**src/rtl/render_pkg.sv**
```systemverilog
// render_pkg: types and helpers shared by the render back end.
// Holds the depth-test FSM state type, the default geometry of the tile
// depth buffer and the nearer-than depth compare used by depth_test_unit.
package render_pkg;

    // Depth test unit frame phases
    typedef enum logic [2:0] {
        IDLE,
        CLEAR,
        TEST,
        DRAIN,
        DONE
    } depth_state_t;

    localparam int   DEFAULT_DEPTH_WIDTH   = 16;
    localparam int   DEFAULT_FB_ADDR_WIDTH = 4;

    // Clear fills every bit with this value, giving the farthest depth
    localparam logic CLEAR_FILL_BIT = 1'b1;

    // Smaller depth is nearer; equal depth does not win
    function automatic logic depth_nearer(input logic [31:0] frag_depth,
                                          input logic [31:0] stored_depth);
        return frag_depth < stored_depth;
    endfunction

endpackage

```
**src/rtl/depth_test_unit_if.sv**
```systemverilog
// depth_test_unit_if: fragment stream in, pixel strobe and status out.
// master = rasterizer side / frame controller, slave = depth_test_unit.
interface depth_test_unit_if #(
    parameter int DEPTH_WIDTH   = 16,
    parameter int FB_ADDR_WIDTH = 4
) ();

    logic                     clear_start;
    logic                     frag_valid;
    logic [FB_ADDR_WIDTH-1:0] frag_addr;
    logic [DEPTH_WIDTH-1:0]   frag_depth;
    logic                     raster_done;
    logic                     ready;
    logic                     pixel_we;
    logic [FB_ADDR_WIDTH-1:0] pixel_addr;
    logic                     done;
    logic                     overrun;

    modport master (
        output clear_start, frag_valid, frag_addr, frag_depth, raster_done,
        input  ready, pixel_we, pixel_addr, done, overrun
    );

    modport slave (
        input  clear_start, frag_valid, frag_addr, frag_depth, raster_done,
        output ready, pixel_we, pixel_addr, done, overrun
    );

endinterface

```
**src/rtl/depth_buffer_ram.sv**
```systemverilog
// depth_buffer_ram: 1R1W synchronous tile depth buffer, single clock.
// Read-first: a read and write to the same address in one cycle returns
// the old contents; the caller forwards the new value where it matters.
module depth_buffer_ram #(
    parameter int DEPTH_WIDTH = 16,
    parameter int ADDR_WIDTH  = 4
) (
    input  logic                   clk,
    input  logic                   we_i,
    input  logic [ADDR_WIDTH-1:0]  waddr_i,
    input  logic [DEPTH_WIDTH-1:0] wdata_i,
    input  logic [ADDR_WIDTH-1:0]  raddr_i,
    output logic [DEPTH_WIDTH-1:0] rdata_o
);

    localparam int ENTRIES = 2 ** ADDR_WIDTH;

    logic [DEPTH_WIDTH-1:0] mem_q [ENTRIES];
    logic [DEPTH_WIDTH-1:0] rdata_q;

    // Registered read of the pre-write contents, plus the optional write
    // NOTE: the array has no reset so it maps onto RAM macros; the clear sweep initialises it.
    always_ff @(posedge clk) begin
        if (we_i) begin
            mem_q[waddr_i] <= wdata_i;
        end
        rdata_q <= mem_q[raddr_i];
    end

    assign rdata_o = rdata_q;

endmodule

```
**src/rtl/depth_test_unit.sv**
```systemverilog
// depth_test_unit: per-fragment depth test behind the rasterizer.
// Clears the tile depth buffer at frame start, then tests each fragment
// (read in cycle N, compare and write in N+1, pixel strobe visible in N+2)
// with a one-entry forward register covering back-to-back same-address hits.
// Optional feature: define DEPTH_TEST_STATS_EN to add saturating
// pass_count / fail_count outputs.
module depth_test_unit
    import render_pkg::*;
#(
    parameter int                     DEPTH_WIDTH   = DEFAULT_DEPTH_WIDTH,
    parameter int                     FB_ADDR_WIDTH = DEFAULT_FB_ADDR_WIDTH,
    parameter logic [DEPTH_WIDTH-1:0] CLEAR_DEPTH   = {DEPTH_WIDTH{CLEAR_FILL_BIT}}
) (
    input  logic                clk,
    input  logic                rst,
    depth_test_unit_if.slave    bus
`ifdef DEPTH_TEST_STATS_EN
    ,
    output logic [31:0]         pass_count,
    output logic [31:0]         fail_count
`endif
);

    localparam int                     FB_SIZE   = 2 ** FB_ADDR_WIDTH;
    localparam logic [FB_ADDR_WIDTH-1:0] LAST_ADDR = FB_ADDR_WIDTH'(FB_SIZE - 1);

    // Frame control
    depth_state_t             state_q;
    logic                     ready_q;
    logic                     done_q;
    logic                     drain_cnt_q;
    logic [FB_ADDR_WIDTH-1:0] clr_addr_q;
    logic                     overrun_q;
    logic                     accept_clear_d;

    // Compare stage (fragment accepted one cycle earlier)
    logic                     s1_valid_q;
    logic [FB_ADDR_WIDTH-1:0] s1_addr_q;
    logic [DEPTH_WIDTH-1:0]   s1_depth_q;

    // Last depth written by a passing fragment
    logic                     fwd_valid_q;
    logic [FB_ADDR_WIDTH-1:0] fwd_addr_q;
    logic [DEPTH_WIDTH-1:0]   fwd_depth_q;

    // Output stage
    logic                     pixel_we_q;
    logic [FB_ADDR_WIDTH-1:0] pixel_addr_q;

    // Combinational compare / RAM port
    logic                     clearing_d;
    logic                     fwd_hit_d;
    logic [DEPTH_WIDTH-1:0]   stored_d;
    logic                     pass_d;
    logic                     ram_we_d;
    logic [FB_ADDR_WIDTH-1:0] ram_waddr_d;
    logic [DEPTH_WIDTH-1:0]   ram_wdata_d;
    logic [DEPTH_WIDTH-1:0]   ram_rdata;

    assign accept_clear_d = bus.clear_start && ((state_q == IDLE) || (state_q == DONE));

    // Frame FSM: clear sweep, fragment test, two-cycle drain, done hold
    // NOTE: sequential state uses <= so every register samples pre-edge values regardless of statement order.
    always_ff @(posedge clk) begin
        if (rst) begin
            state_q     <= IDLE;
            ready_q     <= 1'b0;
            done_q      <= 1'b0;
            drain_cnt_q <= 1'b0;
            clr_addr_q  <= '0;
        end else begin
            case (state_q)
                IDLE, DONE: begin
                    if (accept_clear_d) begin
                        state_q    <= CLEAR;
                        done_q     <= 1'b0;
                        clr_addr_q <= '0;
                    end
                end
                CLEAR: begin
                    clr_addr_q <= clr_addr_q + 1'b1;
                    if (clr_addr_q == LAST_ADDR) begin
                        state_q <= TEST;
                        ready_q <= 1'b1;
                    end
                end
                TEST: begin
                    if (bus.raster_done) begin
                        state_q     <= DRAIN;
                        ready_q     <= 1'b0;
                        drain_cnt_q <= 1'b0;
                    end
                end
                DRAIN: begin
                    drain_cnt_q <= 1'b1;
                    if (drain_cnt_q) begin
                        state_q <= DONE;
                        done_q  <= 1'b1;
                    end
                end
                default: begin
                    state_q <= IDLE;
                    ready_q <= 1'b0;
                    done_q  <= 1'b0;
                end
            endcase
        end
    end

    // Sticky flag for fragments arriving while not in TEST
    always_ff @(posedge clk) begin
        if (rst || accept_clear_d) begin
            overrun_q <= 1'b0;
        end else if (bus.frag_valid && !ready_q) begin
            overrun_q <= 1'b1;
        end
    end

    // Stage 1: capture accepted fragment while its RAM read is in flight
    always_ff @(posedge clk) begin
        if (rst) begin
            s1_valid_q <= 1'b0;
        end else begin
            s1_valid_q <= bus.frag_valid && ready_q;
        end
        s1_addr_q  <= bus.frag_addr;
        s1_depth_q <= bus.frag_depth;
    end

    // Depth compare and RAM write port arbitration (clear sweep or passing fragment)
    // NOTE: every always_comb output gets a default first so no path can infer a latch.
    always_comb begin
        clearing_d  = (state_q == CLEAR);
        fwd_hit_d   = 1'b0;
        stored_d    = ram_rdata;
        pass_d      = 1'b0;
        ram_we_d    = 1'b0;
        ram_waddr_d = s1_addr_q;
        ram_wdata_d = s1_depth_q;

        if (fwd_valid_q && (fwd_addr_q == s1_addr_q)) begin
            fwd_hit_d = 1'b1;
            stored_d  = fwd_depth_q;
        end

        pass_d = s1_valid_q && depth_nearer(32'(s1_depth_q), 32'(stored_d));

        if (clearing_d) begin
            ram_waddr_d = clr_addr_q;
            ram_wdata_d = CLEAR_DEPTH;
        end
        // A reset edge must not commit a write from the aborted frame
        ram_we_d = !rst && (clearing_d || pass_d);
    end

    // Forward register: holds the most recent passing write
    always_ff @(posedge clk) begin
        if (rst || clearing_d) begin
            fwd_valid_q <= 1'b0;
        end else if (pass_d) begin
            fwd_valid_q <= 1'b1;
        end
        if (pass_d) begin
            fwd_addr_q  <= s1_addr_q;
            fwd_depth_q <= s1_depth_q;
        end
    end

    // Registered pixel strobe and address
    always_ff @(posedge clk) begin
        if (rst) begin
            pixel_we_q   <= 1'b0;
            pixel_addr_q <= '0;
        end else begin
            pixel_we_q <= pass_d;
            if (pass_d) begin
                pixel_addr_q <= s1_addr_q;
            end
        end
    end

    depth_buffer_ram #(
        .DEPTH_WIDTH (DEPTH_WIDTH),
        .ADDR_WIDTH  (FB_ADDR_WIDTH)
    ) u_ram (
        .clk     (clk),
        .we_i    (ram_we_d),
        .waddr_i (ram_waddr_d),
        .wdata_i (ram_wdata_d),
        .raddr_i (bus.frag_addr),
        .rdata_o (ram_rdata)
    );

`ifdef DEPTH_TEST_STATS_EN
    logic [31:0] pass_count_q;
    logic [31:0] fail_count_q;

    // Saturating pass/fail counters, restarted with each frame's clear
    always_ff @(posedge clk) begin
        if (rst || accept_clear_d) begin
            pass_count_q <= '0;
            fail_count_q <= '0;
        end else if (s1_valid_q) begin
            if (pass_d && (pass_count_q != '1)) begin
                pass_count_q <= pass_count_q + 1'b1;
            end
            if (!pass_d && (fail_count_q != '1)) begin
                fail_count_q <= fail_count_q + 1'b1;
            end
        end
    end

    assign pass_count = pass_count_q;
    assign fail_count = fail_count_q;
`else
    // Statistics counters not built
`endif

    assign bus.ready      = ready_q;
    assign bus.pixel_we   = pixel_we_q;
    assign bus.pixel_addr = pixel_addr_q;
    assign bus.done       = done_q;
    assign bus.overrun    = overrun_q;

endmodule

```
**src/flat_wrapper.sv**
```systemverilog
// flat-port wrapper written by rule: the top's interface ports become plain ports
module depth_test_unit_flat import render_pkg::*;
#(
    parameter int                     DEPTH_WIDTH   = DEFAULT_DEPTH_WIDTH,
    parameter int                     FB_ADDR_WIDTH = DEFAULT_FB_ADDR_WIDTH,
    parameter logic [DEPTH_WIDTH-1:0] CLEAR_DEPTH   = {DEPTH_WIDTH{CLEAR_FILL_BIT}}
)
  (clk, rst, bus_clear_start, bus_frag_valid, bus_frag_addr, bus_frag_depth, bus_raster_done, bus_ready, bus_pixel_we, bus_pixel_addr, bus_done, bus_overrun);
  depth_test_unit_if #(.DEPTH_WIDTH(DEPTH_WIDTH), .FB_ADDR_WIDTH(FB_ADDR_WIDTH)) bus_i ();
  input  logic clk;
  input  logic rst;
  input wire logic [$bits(bus_i.clear_start)-1:0] bus_clear_start;
  input wire logic [$bits(bus_i.frag_valid)-1:0] bus_frag_valid;
  input wire logic [$bits(bus_i.frag_addr)-1:0] bus_frag_addr;
  input wire logic [$bits(bus_i.frag_depth)-1:0] bus_frag_depth;
  input wire logic [$bits(bus_i.raster_done)-1:0] bus_raster_done;
  output wire logic [$bits(bus_i.ready)-1:0] bus_ready;
  output wire logic [$bits(bus_i.pixel_we)-1:0] bus_pixel_we;
  output wire logic [$bits(bus_i.pixel_addr)-1:0] bus_pixel_addr;
  output wire logic [$bits(bus_i.done)-1:0] bus_done;
  output wire logic [$bits(bus_i.overrun)-1:0] bus_overrun;
  assign bus_i.clear_start = bus_clear_start;
  assign bus_i.frag_valid = bus_frag_valid;
  assign bus_i.frag_addr = bus_frag_addr;
  assign bus_i.frag_depth = bus_frag_depth;
  assign bus_i.raster_done = bus_raster_done;
  assign bus_ready = bus_i.ready;
  assign bus_pixel_we = bus_i.pixel_we;
  assign bus_pixel_addr = bus_i.pixel_addr;
  assign bus_done = bus_i.done;
  assign bus_overrun = bus_i.overrun;
  depth_test_unit #(.DEPTH_WIDTH(DEPTH_WIDTH), .FB_ADDR_WIDTH(FB_ADDR_WIDTH), .CLEAR_DEPTH(CLEAR_DEPTH)) u_core (.clk(clk), .rst(rst), .bus(bus_i));
endmodule
```
**config.mk**
```make
export PLATFORM = sky130hd
export DESIGN_NAME = depth_test_unit_flat
export DESIGN_NICKNAME = d
export VERILOG_FILES = /design/src/rtl/render_pkg.sv /design/src/rtl/depth_test_unit_if.sv /design/src/rtl/depth_buffer_ram.sv /design/src/rtl/depth_test_unit.sv /design/src/flat_wrapper.sv
export SDC_FILE = /design/constraint.sdc
export NUM_CORES = 1
export LEC_CHECK = 0
export BUFFER_PORTS_ARGS = -buffer_cell sky130_fd_sc_hd__clkbuf_2
export CORE_ASPECT_RATIO = 2
export CORE_MARGIN = 2
export CORE_UTILIZATION = 30
export CTS_CLUSTER_DIAMETER = 80
export CTS_CLUSTER_SIZE = 14
export DETAILED_ROUTE_END_ITERATION = 8
export PLACE_DENSITY = 0.47
export SLEW_MARGIN = 5
export SYNTH_ARGS = -nofsm -noshare
export SYNTH_HDL_FRONTEND = slang
export SYNTH_SLANG_ARGS = --single-unit
```
**constraint.sdc**
```tcl
create_clock -name clk -period 6.8 [get_ports clk]
set_input_delay 2.04 -clock clk [delete_from_list [all_inputs] [get_ports clk]]
set_output_delay 2.04 -clock clk [all_outputs]
set_load 0.1 [all_outputs]
```
==> results.ini <==
[critical_path]
cp.required_ps = 6970
r2r_end = u_core.u_ram.mem_q[2][1]$_DFFE_PP_
critPathKind = reg2reg
rr_startpoint = u_core.s1_addr_q[0]$_DFF_P_
cp_data_arrival_time_ps = 5620
crit_path_end_kind = flip-flop
crit_path_max_fanout = 16
critPathLaunchType = flip-flop
r2r_slack_ps = 1360
r2r_cells = 10

[yosys]
ys_async_sr_fraction = 0
ys_types = 47
yosys_warnings = 0
ys_seq_area_frac = 0.7271
synth-edff-count = 276
synth_flop_cell = edfxtp_1
synth_area_sq_mm = 0.01288
syn_inst = 668
syn-num-nets = 709
synth_seq_cells = 330
syn_area_per_cell_sq_um = 19.29

[sta]
maxSlewViolCount = 0
slew_headroom = 0.1830
setup_viol = 0
max_freq_mhz = 183.7
tightest_slew_ps = 1220
timing.final.ws_setup_ps = 1355
setup_tns_ps = 0
layout_worst_path_cycle_share = 0.8007
min_period_ps = 5445
rsz0062_at_grt = no
finClkSkew_ps = 19.96
report.final.hold_viol_count = 0

[place]
placed_area_sq_mm = 0.01366
place_ws_ps = 1274
hpwl_um = 23530
portBuffers = 32
gp_congestion = 0.8301

[final_layout]
antennaDiodeCount = 0
final_cell_area_sq_mm = 0.01444
syn2layout_area_growth_pct = 12.03
final_nets = 744
fillCellCount = 3941
drive_above_1_share = 0.2638

[clocking]
cts_tree = built
holdBufCountCts = 0
clk_pin_slew_ps = 70
postCtsSetupRepairBufs = 0
htreeDepth = 1
clock_path_buffers = 3
clk_latency_ps = 560
clock-sinks = 330
cts_buffers = 27
cts.repair.resized = 0
clockRootBuffer = clkbuf_16

[flow_run]
drv_cap = 0

[grt]
grt.busiest_layer = met2
antenna_found_initial = 0
track_usage = 0.1526
grt_pass1_vias = 6915
grt_pass1_wl_um = 48670
grt_util_met3 = 0.01718
overflow = 0
use_met2 = 0.2790
grt_max_degree = 36
use_met1 = 0.1632

[floorplanning]
die_y_um = 297.1
ioPinCount = 33
core_sq_mm = 0.04244
dieArea_sq_mm = 0.04472
rows = 107
dieWidth_um = 150.5
initial_utilization = 0.3036

[pwr]
p_sw_w = 0.001007
intPower_w = 0.003154
powerDensity_mw_per_mm2 = 288.3
seqPwrFrac = 0.557
pwr-share-clk = 0.346
p_comb_frac = 0.097
swShare = 0.2420
p_leak_nw = 4.434
ir_drop_uv = 157.3

[route]
first_pass_iters = 4
wl_per_cell_um = 26.32
vias_per_cell = 5.030
first_iter_violations = 421
drc = 0
wirelength_um = 33400
detail-route-antenna-nets = 0
vias = 6383

[min_path]
hold_depth = 2
min_from = u_core.bus.ready$_SDFFE_PP0P_
min_path_type = reg2reg
min_to = u_core.s1_valid_q$_SDFF_PP0_

[outcome]
status = finished clean

layer usage:
layer	part of all wire	routed length [um]	vias up
met4	0.069	2309	0
met2	0.55	18330	182
met3	0.035	1178	63
met5	0	0	-
li1	-	-	2774
met1	0.35	11590	3364
layout by cell type (no fill, tap or decap), types with 5 or more instances in the layout:
cell type	netlist	routed
a21oi_1	40	24
a21oi_2	1	17
buf_4	0	6
clkbuf_1	7	21
clkbuf_16	0	27
clkbuf_2	0	31
dfxtp_1	54	54
edfxtp_1	276	276
ha_1	16	16
mux2i_1	16	16
mux4_2	80	80
nand2_1	23	23
nand2b_1	9	9
nand3_1	12	12
nand4_1	5	5
nor2_1	20	20
o21ai_0	9	9
or2_2	16	16
logic make-up (layout without fill, tap and decap cells):
group	after synthesis	count (layout)	share of synthesized area
XOR/XNOR	4	4	0.002719
AND/OR/NAND/NOR	115	115	0.05166
AO/OA/AOI/OAI	71	71	0.03408
multiplexers	96	96	0.1523
buffers and inverters	36	92	0.01661
adder cells (fa/ha/maj)	16	16	0.01554
flip-flops	330	330	0.7271
synthesized netlist by cell type (all sizes together) (6+ instances only):
| cell | number | area share |
|---|---|---|
| a21oi | 41 | 0.016 |
| buf | 25 | 0.013 |
| clkbuf | 7 | 0.0020 |
| dfxtp | 54 | 0.084 |
| edfxtp | 276 | 0.64 |
| ha | 16 | 0.016 |
| mux2i | 16 | 0.012 |
| mux4 | 80 | 0.14 |
| nand2 | 23 | 0.0067 |
| nand2b | 9 | 0.0044 |
| nand3 | 12 | 0.0047 |
| nand4 | 6 | 0.0041 |
| nor2 | 20 | 0.0058 |
| nor4 | 6 | 0.0041 |
| o21ai | 9 | 0.0035 |
| or2 | 16 | 0.0078 |
registers in the layout, summed over array words and instances, names as in the netlist:
signal / cells
u_core.bus.done: 1
u_core.u_ram.rdata_o: 16
u_core.s1_valid_q: 1
u_core.clr_addr_q: 4
u_core.bus.ready: 1
u_core.fwd_valid_q: 1
u_core.drain_cnt_q: 1
u_core.fwd_addr_q: 4
u_core.bus.pixel_addr: 4
u_core.s1_depth_q: 16
u_core.s1_addr_q: 4
u_core.bus.overrun: 1
u_core.bus.pixel_we: 1
u_core.fwd_depth_q: 16
u_core.u_ram.mem_q: 256
u_core.state_q: 3
worst max path at each step:
stage                                start                              endpoint  slack [ps]  cells after the start
2_1_floorplan  u_core.s1_addr_q[0]$_DFF_P_        u_core.fwd_addr_q[0]$_DFFE_PP_        2810                     12
3_3_place_gp   u_core.s1_addr_q[0]$_DFF_P_  u_core.u_ram.mem_q[11][15]$_DFFE_PP_        1510                     10
3_5_place_dp   u_core.s1_addr_q[0]$_DFF_P_    u_core.u_ram.mem_q[0][0]$_DFFE_PP_        1270                     10
4_1_cts        u_core.s1_addr_q[0]$_DFF_P_    u_core.u_ram.mem_q[0][7]$_DFFE_PP_        1250                     10
5_1_grt        u_core.s1_addr_q[0]$_DFF_P_    u_core.u_ram.mem_q[0][8]$_DFFE_PP_         930                     10
6_report       u_core.s1_addr_q[0]$_DFF_P_    u_core.u_ram.mem_q[2][1]$_DFFE_PP_        1360                     10
power by group through the flow:
stage	sequential, W	combinational [W]	clock [W]
floorplan	0.00236	0.000239	0
global placement	0.00236	0.000404	0
detailed placement	0.00236	0.000413	0
CTS	0.00232	0.000414	0.00149
global route	0.00232	0.000436	0.00156
finish	0.00232	0.000404	0.00144
critical path, stage by stage (launching register included):
cell      delay [ps]
dfxtp_1          510
xnor2_1          190
and3_4           220
and2_1           690
mux2i_1          300
ha_1             290
a21oi_1          200
o21ai_0          200
nor4_2          1000
nand4b_4         450
a21oi_2         1020
stage by stage:
| step | instances | power, W | utilization | hold slack [ps] |
|---|---|---|---|---|
| after floorplan | 668 | 0.002594 | - | 423.5 |
| after global placement | 1219 | 0.002765 | 0.3219 | 479.6 |
| after detailed placement | 1219 | 0.002776 | 0.3219 | 478.1 |
| after CTS | 1269 | 0.004220 | 0.3401 | 494.3 |
| after global routing | 1269 | 0.004314 | 0.3401 | 510.6 |
| final | 1269 | 0.004161 | 0.3401 | 485.7 |
final cells by class:
| cell class | count | area (sq um) | area share |
|---|---|---|---|
| multi-input combinational | 302 | 3377 | 0.2339 |
| inverter | 4 | 15.01 | 0.001040 |
| sequential | 330 | 9369 | 0.6490 |
| clock inverter | 2 | 17.52 | 0.001213 |
| clock buffer | 48 | 754.5 | 0.05227 |
| timing repair buffer | 38 | 220.2 | 0.01526 |
| tap | 545 | 681.9 | 0.04724 |
No activity file was read; power rests on OpenSTA's default activity.
